**src/rtl/cfg_loader_pkg.sv**
```systemverilog
// Shared constants, FSM state type and error-bit indices for the bundle config loader.
package cfg_loader_pkg;

    // Engine register map
    localparam int unsigned A_START       = 0;
    localparam int unsigned A_N_BUNDLES_1 = 1;
    localparam int unsigned N_REG         = 16;

    // Sticky error flag bit positions
    localparam int unsigned ERR_EARLY_LAST = 0;
    localparam int unsigned ERR_NO_LAST    = 1;
    localparam int unsigned ERR_BAD_CMD    = 2;
    localparam int unsigned ERR_READBACK   = 3;

    typedef enum logic [2:0] {
        StIdle,
        StLoad,
        StWrNb,
        StRbRd,
        StRbWait,
        StWrStart1,
        StWrStart0,
        StFin
    } state_e;

endpackage

```
**src/rtl/bundle_cfg_loader_if.sv**
```systemverilog
// Command, bundle stream, engine register port and status signals of the loader.
// master = loader side, slave = environment (DMA, engine, PS) side.
interface bundle_cfg_loader_if #(
    parameter int unsigned AXI_ADDR_WIDTH = 32,
    parameter int unsigned AXI_DATA_WIDTH = 32,
    parameter int unsigned CW             = 16
);
    logic                      cmd_valid;
    logic                      cmd_ready;
    logic [CW-1:0]             cmd_n_bundles;

    logic [AXI_DATA_WIDTH-1:0] s_axis_tdata;
    logic                      s_axis_tvalid;
    logic                      s_axis_tready;
    logic                      s_axis_tlast;

    logic                      reg_wr_en;
    logic                      reg_wr_ack;
    logic [AXI_ADDR_WIDTH-1:0] reg_wr_addr;
    logic [AXI_DATA_WIDTH-1:0] reg_wr_data;

    logic                      reg_rd_en;
    logic                      reg_rd_ack;
    logic [AXI_ADDR_WIDTH-1:0] reg_rd_addr;
    logic [AXI_DATA_WIDTH-1:0] reg_rd_data;

    logic                      busy;
    logic                      done;
    logic [3:0]                err;

    modport master (
        input  cmd_valid, cmd_n_bundles,
        input  s_axis_tdata, s_axis_tvalid, s_axis_tlast,
        input  reg_wr_ack, reg_rd_ack, reg_rd_data,
        output cmd_ready, s_axis_tready,
        output reg_wr_en, reg_wr_addr, reg_wr_data,
        output reg_rd_en, reg_rd_addr,
        output busy, done, err
    );

    modport slave (
        output cmd_valid, cmd_n_bundles,
        output s_axis_tdata, s_axis_tvalid, s_axis_tlast,
        output reg_wr_ack, reg_rd_ack, reg_rd_data,
        input  cmd_ready, s_axis_tready,
        input  reg_wr_en, reg_wr_addr, reg_wr_data,
        input  reg_rd_en, reg_rd_addr,
        input  busy, done, err
    );

endinterface

```
**src/rtl/reg_wr_master.sv**
```systemverilog
// One-entry write holding register: drives en/addr/data steady until ack, and
// reports free (no write pending, or pending write acked this cycle).
module reg_wr_master #(
    parameter int unsigned AW = 32,
    parameter int unsigned DW = 32
) (
    input  logic          clk_i,
    input  logic          rst_ni,
    input  logic          load_i,
    input  logic [AW-1:0] addr_i,
    input  logic [DW-1:0] data_i,
    input  logic          ack_i,
    output logic          wr_en_o,
    output logic [AW-1:0] wr_addr_o,
    output logic [DW-1:0] wr_data_o,
    output logic          free_o,
    output logic          done_o
);

    logic          en_q, en_d;
    logic [AW-1:0] addr_q, addr_d;
    logic [DW-1:0] data_q, data_d;

    // Next-state: a new load wins over ack so back-to-back writes keep en high
    always_comb begin
        en_d   = en_q;
        addr_d = addr_q;
        data_d = data_q;
        if (load_i) begin
            en_d   = 1'b1;
            addr_d = addr_i;
            data_d = data_i;
        end else if (en_q && ack_i) begin
            en_d = 1'b0;
        end
    end

    // Holding register with synchronous active-low reset
    always_ff @(posedge clk_i) begin
        if (!rst_ni) begin
            en_q   <= 1'b0;
            addr_q <= '0;
            data_q <= '0;
        end else begin
            en_q   <= en_d;
            addr_q <= addr_d;
            data_q <= data_d;
        end
    end

    assign wr_en_o   = en_q;
    assign wr_addr_o = addr_q;
    assign wr_data_o = data_q;
    // Ack with en low is not a completion
    assign done_o    = en_q && ack_i;
    assign free_o    = !en_q || ack_i;

endmodule

```
**src/rtl/bundle_cfg_loader.sv**
```systemverilog
// Bundle config loader: streams DMA bundle words into the engine SRAM window,
// then programs the bundle count and pulses start through the register port.
// Optional feature macro: CFG_READBACK_EN (read back the bundle count before start).
module bundle_cfg_loader #(
    parameter int unsigned AXI_ADDR_WIDTH = 32,
    parameter int unsigned AXI_DATA_WIDTH = 32,
    parameter int unsigned CW             = 16,
    parameter int unsigned N_REG          = cfg_loader_pkg::N_REG,
    parameter int unsigned BUNDLE_WORDS   = 32,
    parameter int unsigned MAX_BUNDLES    = 8
) (
    input logic                 clk,
    input logic                 rstn,
    bundle_cfg_loader_if.master bus
);
    import cfg_loader_pkg::*;

    localparam int unsigned     TW           = CW + 8;
    localparam logic [TW-1:0]   BundleWordsW = TW'(BUNDLE_WORDS);
    localparam logic [CW-1:0]   MaxBundlesW  = CW'(MAX_BUNDLES);
    localparam logic [AXI_ADDR_WIDTH-1:0] SramBase = AXI_ADDR_WIDTH'(N_REG);

    state_e        state_q, state_d;
    logic [TW-1:0] total_q, total_d;
    logic [TW-1:0] idx_q, idx_d;
    logic [CW-1:0] nb_q, nb_d;
    logic [3:0]    err_q, err_d;
    logic          issued_q, issued_d;  // register write of current WR_* state issued
    logic          drain_q, drain_d;    // final/aborting word captured, waiting its ack
    logic          abort_q, abort_d;    // stream error: skip count/start writes

    logic                      wr_load, wr_free, wr_done;
    logic [AXI_ADDR_WIDTH-1:0] wr_addr;
    logic [AXI_DATA_WIDTH-1:0] wr_data;
    logic                      axis_ready;
    logic                      cmd_bad;
    logic                      is_last_idx;
    logic [AXI_DATA_WIDTH-1:0] nb_m1_ext;

    assign cmd_bad     = (bus.cmd_n_bundles == '0) || (bus.cmd_n_bundles > MaxBundlesW);
    assign is_last_idx = (idx_q == total_q - TW'(1));
    assign nb_m1_ext   = AXI_DATA_WIDTH'(nb_q - CW'(1));

    // Next-state and write-request decode
    always_comb begin
        state_d    = state_q;
        total_d    = total_q;
        idx_d      = idx_q;
        nb_d       = nb_q;
        err_d      = err_q;
        issued_d   = issued_q;
        drain_d    = drain_q;
        abort_d    = abort_q;
        wr_load    = 1'b0;
        wr_addr    = '0;
        wr_data    = '0;
        axis_ready = 1'b0;

        unique case (state_q)
            StIdle: begin
                if (bus.cmd_valid) begin
                    err_d    = '0;
                    nb_d     = bus.cmd_n_bundles;
                    total_d  = TW'(bus.cmd_n_bundles) * BundleWordsW;
                    idx_d    = '0;
                    issued_d = 1'b0;
                    drain_d  = 1'b0;
                    abort_d  = 1'b0;
                    if (cmd_bad) begin
                        err_d[ERR_BAD_CMD] = 1'b1;
                        state_d            = StFin;
                    end else begin
                        state_d = StLoad;
                    end
                end
            end

            StLoad: begin
                wr_addr = SramBase + AXI_ADDR_WIDTH'(idx_q);
                wr_data = bus.s_axis_tdata;
                if (drain_q) begin
                    if (wr_done) begin
                        drain_d = 1'b0;
                        state_d = abort_q ? StFin : StWrNb;
                    end
                end else begin
                    // One-word skid: accept in the ack cycle of the pending write
                    axis_ready = wr_free;
                    if (bus.s_axis_tvalid && wr_free) begin
                        wr_load = 1'b1;
                        idx_d   = idx_q + TW'(1);
                        if (bus.s_axis_tlast && !is_last_idx) begin
                            err_d[ERR_EARLY_LAST] = 1'b1;
                            drain_d               = 1'b1;
                            abort_d               = 1'b1;
                        end else if (is_last_idx && !bus.s_axis_tlast) begin
                            err_d[ERR_NO_LAST] = 1'b1;
                            drain_d            = 1'b1;
                            abort_d            = 1'b1;
                        end else if (is_last_idx) begin
                            drain_d = 1'b1;
                        end
                    end
                end
            end

            StWrNb, StWrStart1, StWrStart0: begin
                if (state_q == StWrNb) begin
                    wr_addr = AXI_ADDR_WIDTH'(A_N_BUNDLES_1);
                    wr_data = nb_m1_ext;
                end else begin
                    wr_addr = AXI_ADDR_WIDTH'(A_START);
                    wr_data = (state_q == StWrStart1) ? AXI_DATA_WIDTH'(1) : '0;
                end
                if (!issued_q) begin
                    if (wr_free) begin
                        wr_load  = 1'b1;
                        issued_d = 1'b1;
                    end
                end else if (wr_done) begin
                    issued_d = 1'b0;
                    if (state_q == StWrNb) begin
`ifdef CFG_READBACK_EN
                        state_d = StRbRd;
`else
                        state_d = StWrStart1;
`endif
                    end else if (state_q == StWrStart1) begin
                        state_d = StWrStart0;
                    end else begin
                        state_d = StFin;
                    end
                end
            end

`ifdef CFG_READBACK_EN
            StRbRd: begin
                state_d = StRbWait;
            end

            StRbWait: begin
                if (bus.reg_rd_ack) begin
                    if (bus.reg_rd_data != nb_m1_ext) begin
                        err_d[ERR_READBACK] = 1'b1;
                        state_d             = StFin;
                    end else begin
                        state_d = StWrStart1;
                    end
                end
            end
`endif

            StFin: begin
                state_d = StIdle;
            end

            default: begin
                state_d = StIdle;
            end
        endcase

`ifndef CFG_READBACK_EN
        err_d[ERR_READBACK] = 1'b0;
`endif
    end

    // FSM and datapath state, synchronous active-low reset
    always_ff @(posedge clk) begin
        if (!rstn) begin
            state_q  <= StIdle;
            total_q  <= '0;
            idx_q    <= '0;
            nb_q     <= '0;
            err_q    <= '0;
            issued_q <= 1'b0;
            drain_q  <= 1'b0;
            abort_q  <= 1'b0;
        end else begin
            state_q  <= state_d;
            total_q  <= total_d;
            idx_q    <= idx_d;
            nb_q     <= nb_d;
            err_q    <= err_d;
            issued_q <= issued_d;
            drain_q  <= drain_d;
            abort_q  <= abort_d;
        end
    end

    reg_wr_master #(
        .AW (AXI_ADDR_WIDTH),
        .DW (AXI_DATA_WIDTH)
    ) u_reg_wr_master (
        .clk_i     (clk),
        .rst_ni    (rstn),
        .load_i    (wr_load),
        .addr_i    (wr_addr),
        .data_i    (wr_data),
        .ack_i     (bus.reg_wr_ack),
        .wr_en_o   (bus.reg_wr_en),
        .wr_addr_o (bus.reg_wr_addr),
        .wr_data_o (bus.reg_wr_data),
        .free_o    (wr_free),
        .done_o    (wr_done)
    );

    assign bus.cmd_ready     = (state_q == StIdle);
    assign bus.busy          = (state_q != StIdle);
    assign bus.done          = (state_q == StFin);
    assign bus.err           = err_q;
    assign bus.s_axis_tready = axis_ready;

`ifdef CFG_READBACK_EN
    assign bus.reg_rd_en   = (state_q == StRbRd);
    assign bus.reg_rd_addr = (state_q == StRbRd) ? AXI_ADDR_WIDTH'(A_N_BUNDLES_1) : '0;
`else
    logic unused_rd;
    assign unused_rd       = ^{bus.reg_rd_ack, bus.reg_rd_data};
    assign bus.reg_rd_en   = 1'b0;
    assign bus.reg_rd_addr = '0;
`endif

endmodule

```
**src/flat_wrapper.sv**
```systemverilog
// flat-port wrapper written by rule: the top's interface ports become plain ports
module bundle_cfg_loader_flat import cfg_loader_pkg::*;
#(
    parameter int unsigned AXI_ADDR_WIDTH = 32,
    parameter int unsigned AXI_DATA_WIDTH = 32,
    parameter int unsigned CW             = 16,
    parameter int unsigned N_REG          = cfg_loader_pkg::N_REG,
    parameter int unsigned BUNDLE_WORDS   = 32,
    parameter int unsigned MAX_BUNDLES    = 8
)
  (clk, rstn, bus_cmd_valid, bus_cmd_n_bundles, bus_s_axis_tdata, bus_s_axis_tvalid, bus_s_axis_tlast, bus_reg_wr_ack, bus_reg_rd_ack, bus_reg_rd_data, bus_cmd_ready, bus_s_axis_tready, bus_reg_wr_en, bus_reg_wr_addr, bus_reg_wr_data, bus_reg_rd_en, bus_reg_rd_addr, bus_busy, bus_done, bus_err);
  bundle_cfg_loader_if #(.AXI_ADDR_WIDTH(AXI_ADDR_WIDTH), .AXI_DATA_WIDTH(AXI_DATA_WIDTH), .CW(CW)) bus_i ();
  input logic clk;
  input logic rstn;
  input wire logic [$bits(bus_i.cmd_valid)-1:0] bus_cmd_valid;
  input wire logic [$bits(bus_i.cmd_n_bundles)-1:0] bus_cmd_n_bundles;
  input wire logic [$bits(bus_i.s_axis_tdata)-1:0] bus_s_axis_tdata;
  input wire logic [$bits(bus_i.s_axis_tvalid)-1:0] bus_s_axis_tvalid;
  input wire logic [$bits(bus_i.s_axis_tlast)-1:0] bus_s_axis_tlast;
  input wire logic [$bits(bus_i.reg_wr_ack)-1:0] bus_reg_wr_ack;
  input wire logic [$bits(bus_i.reg_rd_ack)-1:0] bus_reg_rd_ack;
  input wire logic [$bits(bus_i.reg_rd_data)-1:0] bus_reg_rd_data;
  output wire logic [$bits(bus_i.cmd_ready)-1:0] bus_cmd_ready;
  output wire logic [$bits(bus_i.s_axis_tready)-1:0] bus_s_axis_tready;
  output wire logic [$bits(bus_i.reg_wr_en)-1:0] bus_reg_wr_en;
  output wire logic [$bits(bus_i.reg_wr_addr)-1:0] bus_reg_wr_addr;
  output wire logic [$bits(bus_i.reg_wr_data)-1:0] bus_reg_wr_data;
  output wire logic [$bits(bus_i.reg_rd_en)-1:0] bus_reg_rd_en;
  output wire logic [$bits(bus_i.reg_rd_addr)-1:0] bus_reg_rd_addr;
  output wire logic [$bits(bus_i.busy)-1:0] bus_busy;
  output wire logic [$bits(bus_i.done)-1:0] bus_done;
  output wire logic [$bits(bus_i.err)-1:0] bus_err;
  assign bus_i.cmd_valid = bus_cmd_valid;
  assign bus_i.cmd_n_bundles = bus_cmd_n_bundles;
  assign bus_i.s_axis_tdata = bus_s_axis_tdata;
  assign bus_i.s_axis_tvalid = bus_s_axis_tvalid;
  assign bus_i.s_axis_tlast = bus_s_axis_tlast;
  assign bus_i.reg_wr_ack = bus_reg_wr_ack;
  assign bus_i.reg_rd_ack = bus_reg_rd_ack;
  assign bus_i.reg_rd_data = bus_reg_rd_data;
  assign bus_cmd_ready = bus_i.cmd_ready;
  assign bus_s_axis_tready = bus_i.s_axis_tready;
  assign bus_reg_wr_en = bus_i.reg_wr_en;
  assign bus_reg_wr_addr = bus_i.reg_wr_addr;
  assign bus_reg_wr_data = bus_i.reg_wr_data;
  assign bus_reg_rd_en = bus_i.reg_rd_en;
  assign bus_reg_rd_addr = bus_i.reg_rd_addr;
  assign bus_busy = bus_i.busy;
  assign bus_done = bus_i.done;
  assign bus_err = bus_i.err;
  bundle_cfg_loader #(.AXI_ADDR_WIDTH(AXI_ADDR_WIDTH), .AXI_DATA_WIDTH(AXI_DATA_WIDTH), .CW(CW), .N_REG(N_REG), .BUNDLE_WORDS(BUNDLE_WORDS), .MAX_BUNDLES(MAX_BUNDLES)) u_core (.clk(clk), .rstn(rstn), .bus(bus_i));
endmodule
```
**config.mk**
```make
export PLATFORM = sky130hd
export DESIGN_NAME = bundle_cfg_loader_flat
export DESIGN_NICKNAME = d
export VERILOG_FILES = /design/src/rtl/cfg_loader_pkg.sv /design/src/rtl/bundle_cfg_loader_if.sv /design/src/rtl/reg_wr_master.sv /design/src/rtl/bundle_cfg_loader.sv /design/src/flat_wrapper.sv
export SDC_FILE = /design/constraint.sdc
export NUM_CORES = 1
export LEC_CHECK = 0
export BUFFER_PORTS_ARGS = -buffer_cell sky130_fd_sc_hd__buf_4
export CELL_PAD_IN_SITES_DETAIL_PLACEMENT = 2
export CELL_PAD_IN_SITES_GLOBAL_PLACEMENT = 2
export CORE_ASPECT_RATIO = 0.9
export CORE_MARGIN = 3
export CORE_UTILIZATION = 28
export CTS_CLUSTER_SIZE = 20
export DETAILED_ROUTE_END_ITERATION = 6
export PLACE_DENSITY = 0.87
export REMOVE_ABC_BUFFERS = 1
export SYNTH_ARGS = -nofsm -noshare
export SYNTH_HDL_FRONTEND = slang
export SYNTH_SLANG_ARGS = --single-unit
```
**constraint.sdc**
```tcl
create_clock -name clk -period 3.5 [get_ports clk]
set_input_delay 0.175 -clock clk [delete_from_list [all_inputs] [get_ports clk]]
set_output_delay 0.175 -clock clk [all_outputs]
set_load 0.02 [all_outputs]
```
## Word-level counts from Yosys, hierarchy flattened

Index checks and enable logic that the tools add are counted.

| storage, ports and cells | value |
|---|---|
| register bits after elaboration | 114 |
| latch bits | 0 |
| memory bits (writable) | 0 |
| ROM bits | 0 |
| bits of input ports | 87 |
| output and inout port bits | 106 |
| word-level logic and storage cells | 108 |
| memories | 0 |

| cells by class | value |
|---|---|
| $add $sub $neg | 4 |
| multiply operators | 0 |
| div/mod/pow operators | 0 |
| $lt $le $gt $ge | 1 |
| equality and inequality tests | 17 |
| shift operators | 0 |
| multiplexer cells | 50 |
| bitwise operators | 0 |
| reduce and logical (&&, ||, !) cells | 24 |

Operators with widths:

| operator | count |
|---|---|
| $pmux 32 s2 | 2 |
| $mux 24 | 3 |
| $pmux 24 s2 | 1 |
| $mux 32 | 1 |
| $mux 3 | 9 |
| $mux 1 | 26 |
| $add 5x24->25 const A | 1 |
| $add 24x1->24 const B | 1 |
| $eq 24x24->1 | 1 |
| $sub 21x1->22 const B | 1 |
| $sub 16x1->17 const B | 1 |
| $gt 16x4->1 const B | 1 |
| $logic_not 16->1 | 1 |
| $reduce_and 5->1 | 3 |
| $ne 2x1->1 const B | 5 |
| $ne 2x2->1 const B | 5 |
| $eq 3x3->1 const B | 3 |
| $pmux 3 s3 | 1 |
| $pmux 1 s2 | 4 |
| $reduce_and 2->1 | 3 |
| $reduce_and 6->1 | 1 |
| $reduce_bool 2->1 | 3 |
| $logic_and 1x1->1 | 4 |
| $mux 2 | 2 |
| 10 further kinds | 13 |

## Depth between registers and ports, before layout

| logic depth | value |
|---|---|
| depth after elaboration | 8 |
| depth in mapped cells | 11 |
| mapped depth without buffers | 9 |

## Cells and area by module

A second synthesis with hierarchy kept.

| second synthesis, totals | value |
|---|---|
| cell total of the unflattened synthesis | 754 |
| area total of the unflattened synthesis | 6,414.9 um^2 |

By module, submodules not included:

| module | instances | cells each | area each (um^2) | seq. area each (um^2) |
|---|---|---|---|---|
| bundle_cfg_loader | 1 | 543 | 3,902.5 | 980.9 |
| reg_wr_master | 1 | 211 | 2,512.4 | 1,301.2 |

## Least setup slack after synthesis

OpenSTA, ideal clock, no wires.

| path | value |
|---|---|
| path kind | register to register |
| start | register u_core.nb_q[0] (netlist name) |
| end | register u_core.err_q[0] (netlist: u_core.bus.err[0]) |
| setup time | 0.114 ns |
| arrival time | 2.834 ns |
| required time | 3.386 ns |
| path slack | 0.552 ns |
| cell stages (with the launch flop) | 12 |
| path buffers | 2 |
| clock period less this slack | 2.948 ns |
| path through | dfxtp_1 -> buf_2 -> inv_1 -> ha_1 -> or3b_2 -> buf_2 -> or4_4 -> xnor2_1 -> a2111o_1 -> nor4_2 -> a31oi_1 -> a21o_1 |

RTL lines:

| element | RTL line | RTL |
|---|---|---|
| to (signal assigned) | bundle_cfg_loader.sv:183 | `err_q <= err_d;` |
| to (decl) | bundle_cfg_loader.sv:27 | `logic [3:0] err_q, err_d;` |

==> results.json <==
{
  "rsz0062_at_grt": "false",
  "arrival_ps": 3490,
  "synth-seq-cells": 107,
  "ctsHoldBuffers": 0,
  "post-route-util": 0.350,
  "cts_tree": "built",
  "grt_max_degree": 47,
  "syn2layout_area_growth_pct": 21.1,
  "io_buffers": 118,
  "post_cts_buffers": 0,
  "vdd_drop_max_v": 0.000445,
  "final_common_cell": "buf_4",
  "ios": 193,
  "grtUsageTotal": 0.177,
  "grt_first_pass_wirelength_mm": 31.7,
  "finalMaxSlewViolations": 0,
  "setup_viol": 0,
  "finalPower_mw": 5.55,
  "yosysWarnings": 0,
  "h-tree-depth": 3,
  "synth-main-ff-cell": "dfxtp_1",
  "antenna_cells": 0,
  "cp.required_ps": 3750,
  "dpl-instance-area_mm2": 0.00680,
  "die-area_mm2": 0.0227,
  "critPathKind": "register to register",
  "syn_avg_cell_area_um2": 8.02,
  "start_util": 0.289,
  "p_leak_nw": 2.89,
  "synth_cell_type_count": 64,
  "clockBufferDepth": 2,
  "maxSlewHeadroom": 0.358,
  "crit_chain": "inv_1 -> ha_1 -> or3b_2 -> or4_4 -> xnor2_1 -> a2111o_1 -> nor4_2 -> a31oi_1 -> a21o_1",
  "routed-via-count": 5358,
  "antenna_found_initial": 0,
  "synth_area_mm2": 0.00586,
  "finalClockSkew_ps": 6.10,
  "status": "finished, final reports clean",
  "synthArstFlopShare": 0,
  "hold_path_class": "input pin to register",
  "clk_latency_ps": 360,
  "drc": 0,
  "final_area_mm2": 0.00710,
  "gp_congestion": 0.831,
  "hpwl_mm": 14.8,
  "die_y_um": 143,
  "antenna_left": 0,
  "drv_cap": 0,
  "min_period_over_period": 0.925,
  "yosysSeqAreaShare": 0.366,
  "rows": 49,
  "cts_made_buffers": 9,
  "path_max_fanout": 7,
  "final_nets": 898,
  "final_hold_viol_count": 0,
  "tightest_slew_ps": 959,
  "clk_pin_slew_ps": 70,
  "startpoint_type": "register",
  "timing.hold.ws_ps": 67.9,
  "clock_sinks": 107,
  "critPathTopFamily": "simple AND/OR/NAND/NOR gates",
  "cpMaxStageDelayCell": "or3b_2",
  "synth_cells": 731,
  "cp.buffers_inverters": 1,
  "final_layout_size_suffix_gt1_frac": 0.196,
  "crit_path_end_kind": "register",
  "cp_slowest_stage_delay_ps": 560,
  "drt-total-wl_mm": 20.1,
  "fill_cells": 2324,
  "avgRoutedWirePerCell_um": 18.4,
  "period_needed_ps": 3240,
  "mostFrequentLayoutCells": "128 x buf_4, 107 x dfxtp_1, 76 x nand2_1, 67 x nor2_1, 41 x conb_1",
  "synth_edf_count": 0,
  "power.density_mw_per_mm2": 783,
  "cts_resized": 0,
  "die_x_um": 158,
  "core_mm2": 0.0203,
  "cts-root-buf": "clkbuf_16",
  "setup_ws_ps": 261,
  "pre_cts_ws_ps": 339,
  "grt_pass1_vias": 5676,
  "drtIter0Drc": 283,
  "first_pass_iters": 5,
  "max_clock_freq_mhz": 309,
  "viasPerCell": 4.90,
  "grt_overflow": 0
}
## final cells by class
| type | instances | area (um^2) | share of cell area |
|---|---|---|---|
| flip-flops and latches | 107 | 2140 | 0.302 |
| repair buffers | 129 | 981 | 0.138 |
| multi-input cells | 550 | 3280 | 0.463 |
| inverters | 11 | 41.3 | 0.00582 |
| clock buffers | 12 | 246 | 0.0347 |
| clock inverters | 4 | 50.0 | 0.00705 |
| well taps | 280 | 350 | 0.0494 |
## stage by stage
stage	TNS [ps]	instances
after floorplan	-14910	668
after global placement	0	1077
after detailed placement	0	1077
after CTS	0	1093
after global routing	0	1093
final	0	1093
## flip-flops by register name (all words and copies together) (netlist names), 3 cells and up
register / flops
u_core.u_reg_wr_master.wr_data_o: 32
u_core.state_q: 3
u_core.u_reg_wr_master.wr_addr_o: 25
u_core.nb_q: 16
u_core.bus.err: 3
u_core.idx_q: 24
## synth_stat cells (3+ instances only)
cell type / count / area share
nand4_1: 11 / 0.012
clkbuf_1: 52 / 0.033
buf_2: 4 / 0.0034
dfxtp_1: 107 / 0.37
o21ai_0: 29 / 0.025
o211a_1: 8 / 0.014
a22oi_1: 16 / 0.021
nor3b_1: 10 / 0.013
nand2_1: 76 / 0.049
or3_1: 12 / 0.013
nand2b_1: 3 / 0.0032
a31oi_1: 4 / 0.0043
ha_1: 3 / 0.0064
nor3_1: 18 / 0.015
a21boi_1: 7 / 0.0090
buf_4: 41 / 0.053
a21boi_0: 17 / 0.022
xnor2_1: 27 / 0.040
o211ai_1: 6 / 0.0077
and2_1: 9 / 0.0096
nor4_1: 9 / 0.0096
a21oi_1: 33 / 0.028
o21ai_1: 8 / 0.0068
or2_2: 3 / 0.0032
nor2_1: 68 / 0.044
nor2b_1: 26 / 0.028
or4_1: 3 / 0.0038
nand3b_1: 3 / 0.0038
xor2_1: 30 / 0.045
nand3_1: 19 / 0.016
and3_1: 4 / 0.0043
inv_1: 10 / 0.0064
buf_1: 4 / 0.0026
a221oi_1: 10 / 0.015
## cells by family after synthesis
logic type / share of synthesized area
simple gates: 0.247
compound gates: 0.187
buf+inv: 0.103
flops: 0.366
xor+xnor: 0.0852
fa+ha+maj: 0.00812
mux: 0.00342
other cells: 0.000640
## where the power goes
part / switching (mW) / internal, mW / leakage, nW / total, mW
registers: 0.252 / 1.49 / 0.871 / 1.75
clock network: 0.471 / 0.575 / 0.139 / 1.05
logic: 1.75 / 1.02 / 1.88 / 2.76
## tightest hold or removal path, stage by stage
cell	delay (ps)
buf_4	80
a21oi_1	50
nor2_1	90
## worst paths after layout
check	depth (start not counted)	slack (ps)	to	start
setup reg to reg	9	260	u_core.bus.err[0]$_SDFFE_PN0P_	u_core.nb_q[0]$_SDFFE_PN0P_
hold reg to reg	2	460	u_core.u_reg_wr_master.wr_addr_o[7]$_SDFFE_PN0P_	u_core.u_reg_wr_master.wr_addr_o[7]$_SDFFE_PN0P_
setup / recovery	9	260	u_core.bus.err[0]$_SDFFE_PN0P_	u_core.nb_q[0]$_SDFFE_PN0P_
hold / removal	3	70	u_core.u_reg_wr_master.wr_data_o[21]$_SDFFE_PN0P_	bus_s_axis_tdata[21]
## layer usage
| layer | GRT usage | share of wire | up-vias |
|---|---|---|---|
| met2 | 0.301 | 0.47 | 131 |
| met4 | 0.0285 | 0.0071 | 0 |
| met3 | 0.0376 | 0.062 | 10 |
| met5 | 0 | 0 | - |
| met1 | 0.236 | 0.46 | 2627 |
| li1 | - | - | 2590 |
Power figures use the tool's default switching activity.
